<file path="config.mk">
export PLATFORM = sky130hd
export DESIGN_NAME = corevx_wb_arbiter
export DESIGN_NICKNAME = d
export VERILOG_FILES = /design/src/rtl/corevx_wb_pkg.sv /design/src/rtl/corevx_rr_arbiter.sv /design/src/rtl/corevx_wb_arbiter.sv
export SDC_FILE = /design/constraint.sdc
export NUM_CORES = 1
export LEC_CHECK = 0
export BUFFER_PORTS_ARGS = -buffer_cell sky130_fd_sc_hd__buf_2
export CAP_MARGIN = 15
export CORE_ASPECT_RATIO = 0.5
export CORE_MARGIN = 8
export CORE_UTILIZATION = 27
export DETAILED_ROUTE_END_ITERATION = 10
export SYNTH_ARGS = -nofsm -noshare
export SYNTH_HDL_FRONTEND = slang
export SYNTH_SLANG_ARGS = --single-unit
</file>
<file path="constraint.sdc">
create_clock -name clk -period 2.8 [get_ports clk]
set_clock_uncertainty 0.2 [all_clocks]
set_input_delay 0.14 -clock clk [delete_from_list [all_inputs] [get_ports clk]]
set_output_delay 0.14 -clock clk [all_outputs]
set_load 0.005 [all_outputs]
</file>
<file path="src/rtl/corevx_wb_pkg.sv">
// Shared types and helpers for the CoreVX write-back arbiter.
package corevx_wb_pkg;

    localparam int unsigned REG_ADDR_W = 5;
    localparam int unsigned XLEN       = 32;

    typedef struct packed {
        logic [REG_ADDR_W-1:0] addr;
        logic [XLEN-1:0]       wdata;
    } wb_req_t;

    // Round-robin successor of ptr in a ring of n entries.
    function automatic int unsigned rr_next(input int unsigned ptr, input int unsigned n);
        return (ptr == n - 1) ? 0 : ptr + 1;
    endfunction

endpackage

</file>
<file path="src/rtl/corevx_rr_arbiter.sv">
// Combinational round-robin arbiter; scanning starts at ptr and wraps modulo N.
module corevx_rr_arbiter #(
    parameter int unsigned N = 3
) (
    input  logic [N-1:0]         req,
    input  logic [$clog2(N)-1:0] ptr,
    output logic [N-1:0]         grant,
    output logic [$clog2(N)-1:0] grant_idx
);

    localparam int unsigned W = $clog2(N);

    int unsigned  idx;
    logic [W-1:0] sel;
    logic         found;

    always_comb begin
        grant     = '0;
        grant_idx = '0;
        found     = 1'b0;
        idx       = 0;
        sel       = '0;
        for (int unsigned k = 0; k < N; k++) begin
            idx = 32'(ptr) + k;
            if (idx >= N) idx = idx - N;
            sel = W'(idx);
            if (!found && req[sel]) begin
                found      = 1'b1;
                grant[sel] = 1'b1;
                grant_idx  = sel;
            end
        end
    end

endmodule

</file>
<file path="src/rtl/corevx_wb_arbiter.sv">
// Round-robin write-back arbiter feeding a single registered regfile write port.
// Optional write-back forwarding to rs1/rs2 is enabled by defining COREVX_WB_FORWARD_EN.
module corevx_wb_arbiter
    import corevx_wb_pkg::*;
#(
    parameter int unsigned NUM_REQ = 3
) (
    input  logic                       clk,
    input  logic                       rst_n,
    input  logic [NUM_REQ-1:0]         req_valid,
    output logic [NUM_REQ-1:0]         req_ready,
    input  logic [NUM_REQ*5-1:0]       req_addr,
    input  logic [NUM_REQ*32-1:0]      req_wdata,
    output logic [REG_ADDR_W-1:0]      rd_addr,
    output logic [XLEN-1:0]            rd_wdata,
    output logic                       rd_write,
    output logic [REG_ADDR_W-1:0]      wb_busy_addr,
    output logic                       wb_busy
`ifdef COREVX_WB_FORWARD_EN
    ,
    input  logic [REG_ADDR_W-1:0]      fwd_rs1_addr,
    input  logic [REG_ADDR_W-1:0]      fwd_rs2_addr,
    input  logic [XLEN-1:0]            rf_rs1_rdata,
    input  logic [XLEN-1:0]            rf_rs2_rdata,
    output logic [XLEN-1:0]            fwd_rs1_rdata,
    output logic [XLEN-1:0]            fwd_rs2_rdata
`endif
);

    localparam int unsigned PTR_W = $clog2(NUM_REQ);

    logic [PTR_W-1:0]   rr_ptr;
    logic [PTR_W-1:0]   grant_idx;
    logic [NUM_REQ-1:0] grant;
    logic               any_grant;
    logic               stage_valid;
    wb_req_t            stage_q;
    wb_req_t            winner;

    corevx_rr_arbiter #(.N(NUM_REQ)) u_arb (
        .req       (req_valid),
        .ptr       (rr_ptr),
        .grant     (grant),
        .grant_idx (grant_idx)
    );

    // Grants are suppressed during reset so no requester sees a phantom accept.
    assign req_ready = rst_n ? grant : '0;
    assign any_grant = |req_ready;

    always_comb begin
        winner       = '0;
        winner.addr  = req_addr[grant_idx*REG_ADDR_W +: REG_ADDR_W];
        winner.wdata = req_wdata[grant_idx*XLEN +: XLEN];
    end

    always_ff @(posedge clk or negedge rst_n) begin
        if (!rst_n) begin
            rr_ptr      <= '0;
            stage_valid <= 1'b0;
            stage_q     <= '0;
        end else begin
            stage_valid <= any_grant;
            if (any_grant) begin
                rr_ptr  <= PTR_W'(rr_next(32'(grant_idx), NUM_REQ));
                stage_q <= winner;
            end
        end
    end

    assign rd_write     = stage_valid && (stage_q.addr != '0);
    assign rd_addr      = stage_q.addr;
    assign rd_wdata     = stage_q.wdata;
    assign wb_busy      = rd_write;
    assign wb_busy_addr = stage_q.addr;

`ifdef COREVX_WB_FORWARD_EN
    // wb_busy is already false for x0, so x0 is never forwarded.
    assign fwd_rs1_rdata = (wb_busy && fwd_rs1_addr == wb_busy_addr) ? stage_q.wdata : rf_rs1_rdata;
    assign fwd_rs2_rdata = (wb_busy && fwd_rs2_addr == wb_busy_addr) ? stage_q.wdata : rf_rs2_rdata;
`endif

endmodule

</file>
==> impl_metrics.json <==
{
  "outcome": "completed",
  "ys_types": 35,
  "leakage_nw": 2.02,
  "die_w_um": 162,
  "drt_iter0_markers": 98,
  "min_period_ns": 2.66,
  "maxCapViolCount": 0,
  "io_pins": 163,
  "p_int_mw": 3.78,
  "drv_slew": 0,
  "netlist_top_cells_count": "nor2_1, dfrtp_1, mux2i_1",
  "seqPwrFrac_pct": 18.1,
  "crit_type": "reg2reg",
  "grt_remaining_overflow": 0,
  "portBuffers": 162,
  "slew_headroom_pct": 70.5,
  "coreArea_sq_mm": 0.0103,
  "grt.busiest_layer": "met2",
  "clock-sinks": 40,
  "numCtsBuffers": 5,
  "antenna_cells": 0,
  "rsz0062_at_grt": "false",
  "dpl.cell_count": 560,
  "required_ns": 2.76,
  "fp-row-count": 26,
  "fin_ws_ns": 0.144,
  "drtAntennaViolNets": 0,
  "drt_wl_total_um": 8640,
  "worstPathCellList": "buf_4 > ha_4 > inv_1 > mux2i_4 > a41oi_2 > nor3_4 > buf_12 > buf_16 > mux2_4",
  "drive_gt1_share_pct": 55.2,
  "arrival_ns": 2.61,
  "grt.total_usage_pct": 11.2,
  "drt-pass1-iter-count": 4,
  "regToRegEndpoint": "rd_wdata[15]",
  "synth_ff_type": "dfrtp_1",
  "p_comb_share_pct": 72.9,
  "setup_tns_ns": 0,
  "antenna_found_initial": 0,
  "timing.final.crit_share_pct": 94.9,
  "endpoint_kind": "flop",
  "clk_pin_slew_worst_paths_ns": 0.06,
  "preCtsSetupSlack_ns": 0.0119,
  "worst_pin_slew_ns": 0.442,
  "setup_viol": 0,
  "syn-cell-area_sq_mm": 0.00287,
  "synthArstFlopShare_pct": 100,
  "timing.fmax_mhz": 377,
  "synthCells": 271,
  "clock-root-buffer": "clkbuf_16",
  "synth_seq_area_share_pct": 34.9,
  "cts_tree": "yes",
  "synth.most_common_cell": "nor2_1",
  "p_switching_mw": 2.34,
  "path_max_fanout": 20,
  "h-tree-depth": 2,
  "vias": 2518,
  "slowest_delay_ns": 0.37,
  "post-synth-top-area-cell": "dfrtp_1",
  "die_area_sq_mm": 0.0144,
  "irDropWorstVdd_v": 0.000543,
  "met2_usage_pct": 23.0,
  "drt-vias-per-instance": 4.39,
  "crit_path_top_delay_cell": "dfrtp_1",
  "gr-usage-met3_pct": 1.76,
  "grtUsageMet1_pct": 11.6,
  "routabilityCongestion": 0.849,
  "nets": 552,
  "p_per_area_mw_per_mm2": 1470,
  "layout.cells.non_filler": 573,
  "initial_core_util_pct": 27.9,
  "p_total_mw": 6.12,
  "rrSetupSlack_ns": 0.14,
  "area_delta_synth_final_pct": 44.8,
  "synth_area_leaders": "dfrtp_1, mux2_4, mux2i_1, a21oi_1, nor2_1",
  "r2r_cells": 9,
  "hold_class": "in2async",
  "drc": 0,
  "synth_edf_count": 0,
  "synth_top_area_share_pct": 34.9,
  "critPathLaunchType": "flop",
  "synth_nets": 391,
  "grt_pass1_vias": 2619,
  "clock_latency_ns": 0.28,
  "avgSynthCellArea_sq_um": 10.6,
  "final_hold_viol_count": 0,
  "clk_path_buf_depth": 2,
  "grt_max_degree": 41,
  "timing.rr.start": "rr_ptr[1]",
  "grt_pass1_wl_um": 13100,
  "wire_per_inst_um": 15.1,
  "p_clk_share_pct": 9.1,
  "switching_share_pct": 38.3,
  "die_h_um": 88.9,
  "hpwl_um": 6870,
  "ys_seq_elements": 40,
  "yosysWarnings": 0
}
## through the flow
stage / util, % / hold WS [ns] / cell area, sq um
final: 40.4 / 0.0395 / 4150
after global routing: 40.4 / 0.0504 / 4150
after CTS: 39.7 / 0.0451 / 4080
after detailed placement: 37.6 / -0.202 / 3860
after global placement: 37.6 / -0.205 / 3860
after floorplan: - / -0.356 / 2870
## worst max-delay path: cells and delay by family, from the launching register on
family                     cells  cell delay [ns]
buffers and inverters          4             0.71
and+or+nand+nor                1             0.23
muxes                          2             0.65
DFF                            1             0.37
AOI/OAI and AO/OA              1             0.17
adders and majority gates      1             0.17
## layer usage
layer,part of all wire [%],routed length [um],up-vias
met5,0,0,-
met2,60,5170,24
met3,1.9,160,11
met1,37,3160,1204
li1,-,-,1279
met4,1.7,145,0
## cell type report
| cell class | instances | area [sq um] |
|---|---|---|
| Clock inverter | 2 | 10.0 |
| Multi-Input combinational cell | 201 | 1760 |
| Fill cell | 1046 | 6130 |
| Timing Repair Buffer | 179 | 1040 |
| Sequential cell | 40 | 1000 |
| Inverter | 5 | 18.8 |
| Tap cell | 140 | 175 |
| Clock buffer | 6 | 139 |
## kinds of logic (layout without fill, tap and decap cells)
| family | after synthesis | count (layout) | share of synthesized area, % |
|---|---|---|---|
| flops | 40 | 40 | 34.9 |
| buf+inv | 30 | 192 | 6.63 |
| fa+ha+maj | 4 | 4 | 1.75 |
| mux | 80 | 80 | 35.2 |
| compound gates | 59 | 59 | 11.9 |
| simple gates | 58 | 58 | 9.64 |
## cell usage in the layout, fill, tap and decap left out, drive strengths merged, types with 5 or more instances in the layout
| cell | n |
|---|---|
| mux2i | 41 |
| o21ai | 8 |
| nor2 | 41 |
| inv | 5 |
| clkbuf | 6 |
| dfrtp | 40 |
| mux2 | 39 |
| buf | 178 |
| a21oi | 39 |
## power by group through the flow
stage,Combinational [mW],Sequential (mW),Clock [mW]
6_report,4.46,1.11,0.554
5_1_grt,4.85,1.15,0.598
4_1_cts,4.38,1.11,0.572
3_5_place_dp,4.17,1.11,0
3_3_place_gp,4.10,1.11,0
2_1_floorplan,3.09,1.12,0
## registers in the layout, indices dropped and copies added (netlist names)
| register | count |
|---|---|
| rd_wdata | 32 |
| rd_addr | 5 |
| stage_valid | 1 |
| rr_ptr | 2 |
## worst max path at each step
stage	start	to	slack (ns)	depth (start not counted)
after global placement	rr_ptr[1]	rd_wdata[26]	0.02	10
after CTS	rr_ptr[0]	rd_wdata[5]	0.006	10
after floorplan	rr_ptr[1]	rd_addr[2]	0.23	9
after detailed placement	rr_ptr[1]	rd_wdata[14]	0.01	9
final	rr_ptr[1]	rd_wdata[15]	0.14	9
after global routing	rr_ptr[0]	rd_wdata[11]	0.003	9
## timing repair
action | CTS | global route
gates cloned | 1 | 0
hold buffers | 1 | 0
endpoints found under the setup margin | 38 | 39
pin swaps | 1 | 1
gates resized for setup | 3 | 12
buffers inserted | 1 | 2
hold endpoints to repair | 40 | 0
Power figures use the tool's default switching activity.
